### config.mk
export PLATFORM = sky130hd
export DESIGN_NAME = rv32i_lsu_flat
export DESIGN_NICKNAME = d
export VERILOG_FILES = /design/src/rtl/rv32i_lsu_if.sv /design/src/rtl/rv32i_lsu.sv /design/src/flat_wrapper.sv
export SDC_FILE = /design/constraint.sdc
export NUM_CORES = 1
export LEC_CHECK = 0
export BUFFER_PORTS_ARGS = -buffer_cell sky130_fd_sc_hd__clkbuf_2
export CELL_PAD_IN_SITES_DETAIL_PLACEMENT = 0
export CELL_PAD_IN_SITES_GLOBAL_PLACEMENT = 2
export CORE_AREA = 2 2 125 187
export DETAILED_ROUTE_END_ITERATION = 8
export DIE_AREA = 0 0 127 189
export PLACE_DENSITY = 0.8
export SYNTH_ARGS = -nofsm -noshare
export SYNTH_HDL_FRONTEND = slang
export SYNTH_SLANG_ARGS = --single-unit
### constraint.sdc
create_clock -name clk -period 2.2 [get_ports clk]
set_input_delay 0.33 -clock clk [delete_from_list [all_inputs] [get_ports clk]]
set_output_delay 0.33 -clock clk [all_outputs]
set_load 0.05 [all_outputs]
### src/rtl/rv32i_lsu_if.sv
// Data-memory request/grant/response port: the LSU drives it as master, the memory answers as slave.
interface rv32i_lsu_if;
  logic        mem_req;
  logic        mem_we;
  logic [31:0] mem_addr;
  logic [3:0]  mem_be;
  logic [31:0] mem_wdata;
  logic        mem_gnt;
  logic        mem_rvalid;
  logic [31:0] mem_rdata;

  modport master (
    output mem_req, mem_we, mem_addr, mem_be, mem_wdata,
    input  mem_gnt, mem_rvalid, mem_rdata
  );

  modport slave (
    input  mem_req, mem_we, mem_addr, mem_be, mem_wdata,
    output mem_gnt, mem_rvalid, mem_rdata
  );
endinterface

### src/rtl/rv32i_lsu.sv
// RV32I load/store unit: one memory op per EX handshake, byte-lane memory port, extended load writeback.
// Optional bus timeout (abort with bus_err after TIMEOUT_CYCLES) is enabled by defining RV32I_LSU_TIMEOUT_EN.
module rv32i_lsu #(
  parameter int unsigned TIMEOUT_CYCLES = 255
) (
  input  logic               clk,
  input  logic               rst_n,
  input  logic               ex_valid,
  output logic               ex_ready,
  input  logic [31:0]        ex_addr,
  input  logic [31:0]        ex_wdata,
  input  logic               ex_load,
  input  logic               ex_store,
  input  logic [1:0]         ex_size,
  input  logic               ex_unsigned,
  input  logic [4:0]         ex_rd,
  rv32i_lsu_if.master        mem,
  output logic               wb_valid,
  output logic [4:0]         wb_rd,
  output logic [31:0]        wb_data,
  output logic               misalign,
  output logic [31:0]        misalign_addr,
  output logic               bus_err
);

  typedef enum logic [1:0] {IDLE, REQ, WAIT, RESP} state_t;

  state_t      state;
  state_t      state_next;
  logic        is_mem_op;
  logic        misaligned;
  logic        start;
  logic        flag_mis;
  logic        timeout;
  logic [1:0]  off_q;
  logic [1:0]  size_q;
  logic        uns_q;
  logic        load_q;
  logic [4:0]  rd_q;
  logic [3:0]  be_new;
  logic [31:0] wdata_new;
  logic [7:0]  byte_lane;
  logic [15:0] half_lane;
  logic [31:0] load_ext;

  assign ex_ready   = (state == IDLE);
  assign is_mem_op  = ex_valid && ex_ready && (ex_load ^ ex_store);
  assign misaligned = (ex_size == 2'b01) ? ex_addr[0]
                                         : (ex_size[1] && (ex_addr[1:0] != 2'b00));
  assign start      = is_mem_op && !misaligned;
  assign flag_mis   = is_mem_op && misaligned;

  // Byte enables and lane-replicated store data for the op being accepted.
  always_comb begin
    be_new    = 4'b1111;
    wdata_new = ex_wdata;
    case (ex_size)
      2'b00: begin
        be_new    = 4'b0001 << ex_addr[1:0];
        wdata_new = {4{ex_wdata[7:0]}};
      end
      2'b01: begin
        be_new    = 4'b0011 << ex_addr[1:0];
        wdata_new = {2{ex_wdata[15:0]}};
      end
      default: ;
    endcase
  end

  always_comb begin
    byte_lane = mem.mem_rdata[7:0];
    case (off_q)
      2'd1:    byte_lane = mem.mem_rdata[15:8];
      2'd2:    byte_lane = mem.mem_rdata[23:16];
      2'd3:    byte_lane = mem.mem_rdata[31:24];
      default: byte_lane = mem.mem_rdata[7:0];
    endcase
    half_lane = off_q[1] ? mem.mem_rdata[31:16] : mem.mem_rdata[15:0];
    case (size_q)
      2'b00:   load_ext = {{24{byte_lane[7] & ~uns_q}}, byte_lane};
      2'b01:   load_ext = {{16{half_lane[15] & ~uns_q}}, half_lane};
      default: load_ext = mem.mem_rdata;
    endcase
  end

  always_ff @(posedge clk or negedge rst_n) begin
    if (!rst_n) state <= IDLE;
    else        state <= state_next;
  end

  // Grant and read-valid win over a timeout landing in the same cycle.
  always_comb begin
    state_next = state;
    case (state)
      IDLE: if (start) state_next = REQ;
      REQ: begin
        if (mem.mem_gnt)  state_next = load_q ? WAIT : IDLE;
        else if (timeout) state_next = IDLE;
      end
      WAIT: begin
        if (mem.mem_rvalid) state_next = RESP;
        else if (timeout)   state_next = IDLE;
      end
      RESP:    state_next = IDLE;
      default: state_next = IDLE;
    endcase
  end

  always_ff @(posedge clk or negedge rst_n) begin
    if (!rst_n) begin
      mem.mem_req   <= 1'b0;
      mem.mem_we    <= 1'b0;
      mem.mem_addr  <= '0;
      mem.mem_be    <= '0;
      mem.mem_wdata <= '0;
      off_q         <= '0;
      size_q        <= '0;
      uns_q         <= 1'b0;
      load_q        <= 1'b0;
      rd_q          <= '0;
      wb_valid      <= 1'b0;
      wb_rd         <= '0;
      wb_data       <= '0;
      misalign      <= 1'b0;
      misalign_addr <= '0;
    end else begin
      wb_valid <= 1'b0;
      misalign <= 1'b0;
      if (start) begin
        mem.mem_req   <= 1'b1;
        mem.mem_we    <= ex_store;
        mem.mem_addr  <= {ex_addr[31:2], 2'b00};
        mem.mem_be    <= be_new;
        mem.mem_wdata <= wdata_new;
        off_q         <= ex_addr[1:0];
        size_q        <= ex_size;
        uns_q         <= ex_unsigned;
        load_q        <= ex_load;
        rd_q          <= ex_rd;
      end
      if (flag_mis) begin
        misalign      <= 1'b1;
        misalign_addr <= ex_addr;
      end
      if ((state == REQ) && (mem.mem_gnt || timeout)) mem.mem_req <= 1'b0;
      if ((state == WAIT) && mem.mem_rvalid) begin
        wb_valid <= 1'b1;
        wb_rd    <= rd_q;
        wb_data  <= load_ext;
      end
    end
  end

`ifdef RV32I_LSU_TIMEOUT_EN
  logic [31:0] tmo_cnt;

  assign timeout = ((state == REQ) || (state == WAIT)) && (tmo_cnt >= TIMEOUT_CYCLES - 1);

  always_ff @(posedge clk or negedge rst_n) begin
    if (!rst_n) begin
      tmo_cnt <= '0;
      bus_err <= 1'b0;
    end else begin
      bus_err <= 1'b0;
      if (start)                                tmo_cnt <= '0;
      else if ((state == REQ) || (state == WAIT)) tmo_cnt <= tmo_cnt + 32'd1;
      if (timeout && (((state == REQ) && !mem.mem_gnt) || ((state == WAIT) && !mem.mem_rvalid)))
        bus_err <= 1'b1;
    end
  end
`else
  logic unused_cfg;

  assign timeout    = 1'b0;
  assign bus_err    = 1'b0;
  assign unused_cfg = ^TIMEOUT_CYCLES;
`endif

endmodule
### src/flat_wrapper.sv
// flat-port wrapper written by rule: the top's interface ports become plain ports
module rv32i_lsu_flat 
#(
  parameter int unsigned TIMEOUT_CYCLES = 255
)
  (clk, rst_n, ex_valid, ex_ready, ex_addr, ex_wdata, ex_load, ex_store, ex_size, ex_unsigned, ex_rd, wb_valid, wb_rd, wb_data, misalign, misalign_addr, bus_err, mem_mem_req, mem_mem_we, mem_mem_addr, mem_mem_be, mem_mem_wdata, mem_mem_gnt, mem_mem_rvalid, mem_mem_rdata);
  rv32i_lsu_if mem_i ();
  input  logic clk;
  input  logic rst_n;
  input  logic ex_valid;
  output logic ex_ready;
  input  logic [31:0] ex_addr;
  input  logic [31:0] ex_wdata;
  input  logic ex_load;
  input  logic ex_store;
  input  logic [1:0] ex_size;
  input  logic ex_unsigned;
  input  logic [4:0] ex_rd;
  output logic wb_valid;
  output logic [4:0] wb_rd;
  output logic [31:0] wb_data;
  output logic misalign;
  output logic [31:0] misalign_addr;
  output logic bus_err;
  output wire logic [$bits(mem_i.mem_req)-1:0] mem_mem_req;
  output wire logic [$bits(mem_i.mem_we)-1:0] mem_mem_we;
  output wire logic [$bits(mem_i.mem_addr)-1:0] mem_mem_addr;
  output wire logic [$bits(mem_i.mem_be)-1:0] mem_mem_be;
  output wire logic [$bits(mem_i.mem_wdata)-1:0] mem_mem_wdata;
  input wire logic [$bits(mem_i.mem_gnt)-1:0] mem_mem_gnt;
  input wire logic [$bits(mem_i.mem_rvalid)-1:0] mem_mem_rvalid;
  input wire logic [$bits(mem_i.mem_rdata)-1:0] mem_mem_rdata;
  assign mem_mem_req = mem_i.mem_req;
  assign mem_mem_we = mem_i.mem_we;
  assign mem_mem_addr = mem_i.mem_addr;
  assign mem_mem_be = mem_i.mem_be;
  assign mem_mem_wdata = mem_i.mem_wdata;
  assign mem_i.mem_gnt = mem_mem_gnt;
  assign mem_i.mem_rvalid = mem_mem_rvalid;
  assign mem_i.mem_rdata = mem_mem_rdata;
  rv32i_lsu #(.TIMEOUT_CYCLES(TIMEOUT_CYCLES)) u_core (.clk(clk), .rst_n(rst_n), .ex_valid(ex_valid), .ex_ready(ex_ready), .ex_addr(ex_addr), .ex_wdata(ex_wdata), .ex_load(ex_load), .ex_store(ex_store), .ex_size(ex_size), .ex_unsigned(ex_unsigned), .ex_rd(ex_rd), .mem(mem_i), .wb_valid(wb_valid), .wb_rd(wb_rd), .wb_data(wb_data), .misalign(misalign), .misalign_addr(misalign_addr), .bus_err(bus_err));
endmodule
# ---- Yosys cells after proc, flatten, opt, wreduce, memory -nomap -nowiden
# Index checks and enable logic that the tools add are counted.
dict set report totals {
  reg_bits 152
  inputBits 111
  out_inout_bits 143
  word_cells 62
}
dict set report op_classes {
  eq_ne 11
  shift 2
  n_mux 15
  bitwise_logic 4
  n_reduce_logical 14
}
# op count
set ops {}
lappend ops {{$pmux 32 s2} 2}
lappend ops {{$pmux 8 s3} 1}
lappend ops {{$mux 16} 1}
lappend ops {{$eq 2x1->1 const B} 4}
lappend ops {{$eq 2x2->1 const B} 4}
lappend ops {{$mux 2} 4}
lappend ops {{$pmux 2 s4} 1}
lappend ops {{$pmux 4 s2} 1}
lappend ops {{$logic_and 1x1->1} 7}
lappend ops {{$logic_not 2->1} 3}
lappend ops {{$ne 2x2->1 const B} 3}
lappend ops {{$mux 1} 5}
lappend ops {{$reduce_bool 2->1} 2}
lappend ops {{$shl 1x2->4 const A} 1}
lappend ops {{$shl 2x2->4 const A} 1}
lappend ops {{$reduce_and 3->1} 1}
lappend ops {{$and 1x1->1} 2}
lappend ops {{$logic_not 1->1} 1}
lappend ops {{$not 1->1} 1}
lappend ops {{$xor 1x1->1} 1}

# ---- Longest topological paths before layout
# Gate-level depths: netlist (run 1).
dict set report depth {
  word_depth 7
  depth_mapped 7
  depth_no_buf 5
}

# ---- Worst setup path before layout (run 1)
# No wires, ideal clock.
dict set report synth_path {
  path_type {register to register}
  start {reg with a tool-made name}
  end {reg u_core.misalign_addr[10]}
  setup_ps 125
  arrival_time_ps 2378
  t_required_ps 2075
  setup_slack_ps -303
  path_stages_with_launch 6
  path_buffers 1
  synth_period_minus_slack_ps 2503
  cell_sequence {dfrtp_1 > nor2_1 > nand3_1 > nor3_4 > buf_6 > mux2_2}
}
# item line_no
set synth_lines {}
lappend synth_lines {{end signal: assignment} rv32i_lsu.sv:143} ;# misalign_addr <= ex_addr;
lappend synth_lines {{end: declaration} rv32i_lsu.sv:22} ;# output logic [31:0] misalign_addr,

==> results of run 1 <==
==> power groups by stage <==
stage | registers, mW | logic [mW] | clock network [mW]
2_1_floorplan | 9.29 | 2.20 | 0
3_3_place_gp | 5.04 | 8.80 | 0
3_5_place_dp | 5.06 | 8.87 | 0
4_1_cts | 5.01 | 8.88 | 3.02
5_1_grt | 5.18 | 9.21 | 3.12
6_report | 4.99 | 8.80 | 2.92
==> sequential cells by signal, summed over array words and instances (netlist names), named ones only <==
signal,cells
u_core.load_q,1
u_core.mem.mem_addr,30
u_core.mem.mem_be,4
u_core.mem.mem_req,1
u_core.mem.mem_wdata,32
u_core.mem.mem_we,1
u_core.misalign,1
u_core.misalign_addr,32
u_core.off_q,2
u_core.rd_q,5
u_core.size_q,2
u_core.state,1
u_core.uns_q,1
u_core.wb_data,32
u_core.wb_rd,5
u_core.wb_valid,1
==> cell type report <==
| class | count | area (sq um) |
|---|---|---|
| clock buffers | 20 | 457 |
| clock inverters | 11 | 123 |
| fillers | 2233 | 13400 |
| inverters | 6 | 22.5 |
| multi-input cells | 356 | 2590 |
| flip-flops and latches | 152 | 3800 |
| well taps | 276 | 345 |
| repair buffers | 278 | 1530 |
==> stage by stage <==
stage	cells	cell area, sq um	hold WS (ns)	util
3_5_place_dp	1067	8280	0.239	0.371
3_3_place_gp	1067	8280	0.240	0.371
4_1_cts	1099	8870	0.109	0.398
5_1_grt	1099	8870	0.110	0.398
6_report	1099	8870	0.137	0.398
2_1_floorplan	555	6600	0.0344	-
==> cells in the final DEF, fill, tap and decap left out, drive strengths merged, types with 2 or more instances in the layout <==
cell | synthesis | final
nand2 | 62 | 62
a21oi | 35 | 35
nor3 | 9 | 9
and3 | 2 | 2
nor2b | 3 | 3
o21bai | 2 | 2
buf | 24 | 28
conb | 1 | 3
clkinv | 0 | 3
a21o | 2 | 2
nor2 | 47 | 47
mux2i | 19 | 19
clkinvlp | 0 | 4
bufinv | 0 | 2
a221oi | 8 | 8
a222oi | 6 | 6
a21boi | 2 | 2
o21ai | 18 | 18
a22o | 14 | 14
inv | 6 | 8
clkbuf | 17 | 269
nor3b | 2 | 2
nand2b | 9 | 9
xor2 | 2 | 2
a221o | 16 | 16
a31oi | 2 | 2
mux2 | 85 | 85
dfrtp | 152 | 152
==> cell usage after synthesis (all sizes together) (3+ instances only) <==
cell type | instances | area share
nor3 | 9 | 0.0085
o21ai | 18 | 0.014
clkbuf | 17 | 0.0099
nor2 | 47 | 0.028
dfrtp | 152 | 0.58
mux2 | 85 | 0.15
a21oi | 35 | 0.027
buf | 24 | 0.021
nor2b | 3 | 0.0028
mux2i | 19 | 0.029
nand2b | 9 | 0.0085
nand2 | 62 | 0.035
a222oi | 6 | 0.0091
a221o | 16 | 0.024
a22o | 14 | 0.019
inv | 6 | 0.0034
a221oi | 8 | 0.011
==> logic make-up after synthesis <==
group / Yosys count
DFF: 152
other: 1
and+or+nand+nor: 137
buffers and inverters: 47
AOI/OAI and AO/OA: 109
xor gates and xnor gates: 2
muxes: 105
==> layer usage <==
layer / vias up / wire length, um / GRT usage / part of all wire
met5: - / 0 / 0 / 0
met4: 0 / 580 / 0.0782 / 0.029
met3: 32 / 1240 / 0.0438 / 0.062
met2: 223 / 10100 / 0.278 / 0.51
met1: 2614 / 7860 / 0.193 / 0.40
li1: 2476 / - / - / -
==> path summary, 6_finish.rpt <==
kind	from	to	slack [ns]	cells past startpoint
worst min-delay path	ex_rd[4]	u_core.rd_q[4]	0.14	2
worst max register to register	flip-flop	u_core.misalign_addr[15]	0.24	5
worst min register to register	u_core.rd_q[2]	u_core.wb_rd[2]	0.46	2
worst max-delay path	flip-flop	u_core.misalign_addr[15]	0.24	5
max in group asynchronous	rst_n	u_core.misalign_addr[18]	1.14	3
min in group asynchronous	rst_n	u_core.wb_rd[0]	0.37	2
==> worst max-delay path: stages, from the launching register on <==
cell,delay [ns]
dfrtp_1,0.40
nor2_2,0.29
nand3_1,0.26
nor3_4,0.27
buf_12,0.23
mux2_2,0.36
==> what timing repair did <==
item	in CTS	in global routing
hold buffers	1	0
hold endpoints to repair	26	0
buffers inserted	0	0
==> flow_summary_export.csv, run 1 <==
group,metric,value,unit
route,wirelength,19800,um
yosys,synth_cell_types,42,
yosys,synth_mux_area_frac,0.177,
yosys,ys_warn_count,0,
route,drc,0,
power,total_power,16.7,mW
cts,cts_max_path_buffers,2,
floorplan,die_width,127,um
power,p_comb_frac,0.527,
sta,fmax,510,MHz
worst_setup_path,critPathArrivalTime,2.27,ns
yosys,synth_top_family_by_area,"multiplexers",
sta,final_max_slew_viol_count,0,
floorplan,dieArea,24000,sq um
sta,relSlewSlack,0.592,
power,seqPwrFrac,0.299,
cts,clockRootBuffer,"clkbuf_16",
yosys,synth_compound_area_frac,0.117,
placed_design,dpl.hpwl,14600,um
yosys,async_flop_share,1.00,
power,p_leak,4.36,nW
placed_design,dp_slack,0.238,ns
floorplan,core,22300,sq um
route,drtPass1Iterations,5,
cells_and_area,num_antenna_cells,0,
cts,cts_tree,"done",
cts,clkLatencyLatePin,0.42,ns
sta,layout_min_cycle_time,1.96,ns
power,clockPowerShare,0.175,
min_path,holdCritPathClass,"in2reg",
run_status,status,"complete, no violations",
placed_design,place_congestion,0.786,
sta,rsz0062_at_grt,"false",
route,via_per_inst,4.86,
yosys,synth_xor_area_frac,0.00266,
worst_setup_path,startpoint_type,"flip-flop",
cells_and_area,syn2layout_area_growth,34.6,%
cells_and_area,finalNetCount,922,
yosys,yosysSeqAreaShare,0.577,
worst_setup_path,cp_max_fo,33,
global_routing,grt_overflow,0,
sta,clock_skew,0.00836,ns
cts,cts_buffers,17,
floorplan,ios,254,
floorplan,num_rows,67,
floorplan,die_height,189,um
placed_design,io_buffers,250,
power,p_int,8.20,mW
route,vias,5345,
sta,finalSetupViolCount,0,
cts,cts.sinks,152,
global_routing,first_global_vias,5372,
yosys,synth_edf_count,0,
floorplan,start_util,0.296,
yosys,synth_ff_type,"dfrtp_1",
global_routing,grt_pass1_wl,30200,um
yosys,syn_avg_cell_area,11.9,sq um
route,ant_nets,0,
power,cellPowerDensity,1880,nW/um^2
cts,clkSlewWorstSetupHoldPaths,0.06,ns
route,drt_iter0_drc,255,
sta,hold_viol,0,
sta,tightest_slew,0.611,ns
yosys,synthSimpleGateAreaFrac,0.0903,
power,switching_share,0.509,
sta,fin_crit_sh,0.892,
route,wl_per_cell,18.0,um
worst_setup_path,crit_type,"reg2reg",
yosys,synth_cells,553,
cells_and_area,drive_above_1_share,0.480,
cts,ctsResizeCount,0,
sta,setup_tns,0,ns
yosys,ys_ff_latch,152,
global_routing,grt_max_degree,60,
worst_setup_path,end_kind,"flip-flop",
global_routing,antenna_found_initial,0,
power,ir_worst_vdd,910,uV
cts,htreeDepth,4,
yosys,synth_fa_ha_area_frac,0,
power,switchingPower,8.51,mW
yosys,syn_area,6590,sq um
global_routing,grt_util_all_layers,0.164,
worst_setup_path,crit_required,2.51,ns
sta,final.setup.worst_slack,0.238,ns
flow_run,drv_cap,0,
Power figures use the tool's default switching activity.
==> inputs of run 2 (changes only) <==
--- a/config.mk
+++ b/config.mk
@@ -8,10 +8,11 @@
 export BUFFER_PORTS_ARGS = -buffer_cell sky130_fd_sc_hd__clkbuf_2
 export CELL_PAD_IN_SITES_DETAIL_PLACEMENT = 0
 export CELL_PAD_IN_SITES_GLOBAL_PLACEMENT = 2
-export CORE_AREA = 2 2 125 187
+export CORE_AREA = 2 2 123 184
+export CTS_BUF_LIST = sky130_fd_sc_hd__clkbuf_8
 export DETAILED_ROUTE_END_ITERATION = 8
-export DIE_AREA = 0 0 127 189
-export PLACE_DENSITY = 0.8
+export DIE_AREA = 0 0 125 186
+export PLACE_DENSITY = 0.82
 export SYNTH_ARGS = -nofsm -noshare
 export SYNTH_HDL_FRONTEND = slang
 export SYNTH_SLANG_ARGS = --single-unit
==> run 2 against run 1 <==
  * Utilization up 0.30 points
  * Maximum frequency grew 2.0%
  * Critical endpoint is now u_core.misalign_addr[24]
  * Critical path depth unchanged
  * Sequential power down 2%
  * Global-route usage grew 0.25 points
  * Clock skew up 0.0086 ns
  * Largest power group unchanged
==> flow_summary_export.csv, run 2 (synthesis results as in run 1) <==
group,metric,value,unit
min_path,holdCritPathClass,"in2reg",
worst_setup_path,critPathArrivalTime,2.26,ns
cells_and_area,finalNetCount,916,
power,total_power,16.0,mW
sta,layout_min_cycle_time,1.92,ns
route,drc,0,
sta,setup_tns,0,ns
floorplan,dieArea,23300,sq um
cells_and_area,syn2layout_area_growth,31.5,%
route,via_per_inst,4.86,
flow_run,drv_cap,0,
cts,post_cts_buffers,0,
cells_and_area,layout.cells.non_filler,1090,
sta,tightest_slew,0.562,ns
global_routing,grt_util_all_layers,0.167,
worst_setup_path,cp_max_fo,33,
cts,cts_max_path_buffers,2,
cells_and_area,num_antenna_cells,0,
sta,finalSetupViolCount,0,
sta,fmax,520,MHz
route,drtPass1Iterations,5,
cells_and_area,layout_common_cells,"clkbuf_2 (249), dfrtp_1 (152), mux2_2 (79), nand2_1 (62), nor2_1 (44)",
cts,cts.sinks,152,
cts,clkSlewWorstSetupHoldPaths,0.09,ns
floorplan,ios,254,
min_path,hold_start,"ex_store",
floorplan,num_rows,66,
power,p_leak,4.27,nW
min_path,hold_depth,2,
worst_setup_path,startpoint_type,"flip-flop",
global_routing,antenna_found_initial,0,
worst_setup_path,rr_endpoint,"u_core.misalign_addr[24]",
floorplan,core,21600,sq um
run_status,status,"complete, no violations",
worst_setup_path,r2r_slack,0.28,ns
cells_and_area,drive_above_1_share,0.476,
route,wl_per_cell,17.7,um
sta,fin_crit_sh,0.875,
power,cellPowerDensity,1850,nW/um^2
power,ir_worst_vdd,990,uV
route,drt_iter0_drc,291,
cts,clockRootBuffer,"clkbuf_8",
worst_setup_path,r2r.worst_path.cells,5,
placed_design,place_congestion,0.791,
sta,hold_viol,0,
cts,cts_buffers,17,
sta,final_max_slew_viol_count,0,
placed_design,io_buffers,250,
placed_design,dpl.hpwl,14300,um
sta,relSlewSlack,0.625,
global_routing,first_global_vias,5249,
global_routing,grt_overflow,0,
route,ant_nets,0,
cts,htreeDepth,4,
floorplan,die_width,125,um
worst_setup_path,crit_type,"reg2reg",
floorplan,start_util,0.305,
global_routing,grt_pass1_wl,29800,um
sta,clock_skew,0.0170,ns
sta,rsz0062_at_grt,"false",
floorplan,die_height,186,um
min_path,min_to,"u_core.load_q",
worst_setup_path,crit_required,2.54,ns
cells_and_area,final_common_cell,"clkbuf_2",
cts,clkLatencyLatePin,0.46,ns
placed_design,placedCellCount,1057,
worst_setup_path,end_kind,"flip-flop",
cts,cts_tree,"done",
cells_and_area,largestRegisters,"u_core.mem.mem_wdata: 32 flops, u_core.misalign_addr: 32 flops, u_core.wb_data: 32 flops",
global_routing,grt_max_degree,77,
route,vias,5300,
sta,hold_slack,0.0731,ns
cells_and_area,fillers,2175,
route,wirelength,19300,um
run 2: changes by cell type in the layout (fill, tap and decap cells not counted), moves of 2 or more:
cell	change
buf_4	-6
inv_1	+2
inv_6	-2
clkinv_4	+2
clkbuf_8	+16
clkbuf_16	-17
bufinv_16	+2
run 2: per-layer routing:
metal / vias to the layer above / GRT usage / wire length [um]
li1: 2473 / - / -
met5: - / 0 / 0
met4: 0 / 0.0680 / 473
met2: 197 / 0.290 / 10100
met3: 29 / 0.0497 / 1210
met1: 2601 / 0.192 / 7480
run 2: power breakdown:
group / switching, mW / internal [mW]
combinational: 6.48 / 2.28
sequential: 0.757 / 4.16
clock: 1.08 / 1.25
total: 8.32 / 7.69
run 2: area by class of cell:
type / instances / area, sq um / area share
timing repair buffer: 272 / 1490 / 0.172
inverter: 6 / 22.5 / 0.00260
clock buffer: 18 / 248 / 0.0286
clock inverter: 14 / 183 / 0.0211
multi-input combinational: 356 / 2590 / 0.298
tap: 272 / 340 / 0.0392
sequential: 152 / 3800 / 0.439
run 2: repair_timing:
action | CTS | global route
endpoints found under the hold margin | 38 | 0
resized for setup | 0 | 0
hold buffers | 1 | 0
run 2: metrics by stage:
step,setup slack [ns],util,instance area (sq um)
5_1_grt,0.180,0.401,8670
4_1_cts,0.277,0.401,8670
2_1_floorplan,0.0128,-,6600
3_3_place_gp,0.351,0.380,8230
3_5_place_dp,0.310,0.380,8230
6_report,0.276,0.401,8670
run 2: worst max-delay path: stages (launching register included):
cell,delay [ns]
dfrtp_1,0.41
nor2_2,0.25
nand3_1,0.24
nor3_4,0.27
buf_12,0.23
mux2_2,0.36
run 2: worst max-delay path by stage:
stage	start	endpoint	slack, ns
global route	flip-flop	u_core.misalign_addr[31]	0.18
detailed placement	flip-flop	u_core.misalign_addr[25]	0.31
global placement	ex_size[0]	u_core.mem.mem_wdata[26]	0.35
finish	flip-flop	u_core.misalign_addr[24]	0.28
floorplan	flip-flop	u_core.misalign_addr[10]	0.01
CTS	flip-flop	u_core.misalign_addr[25]	0.28
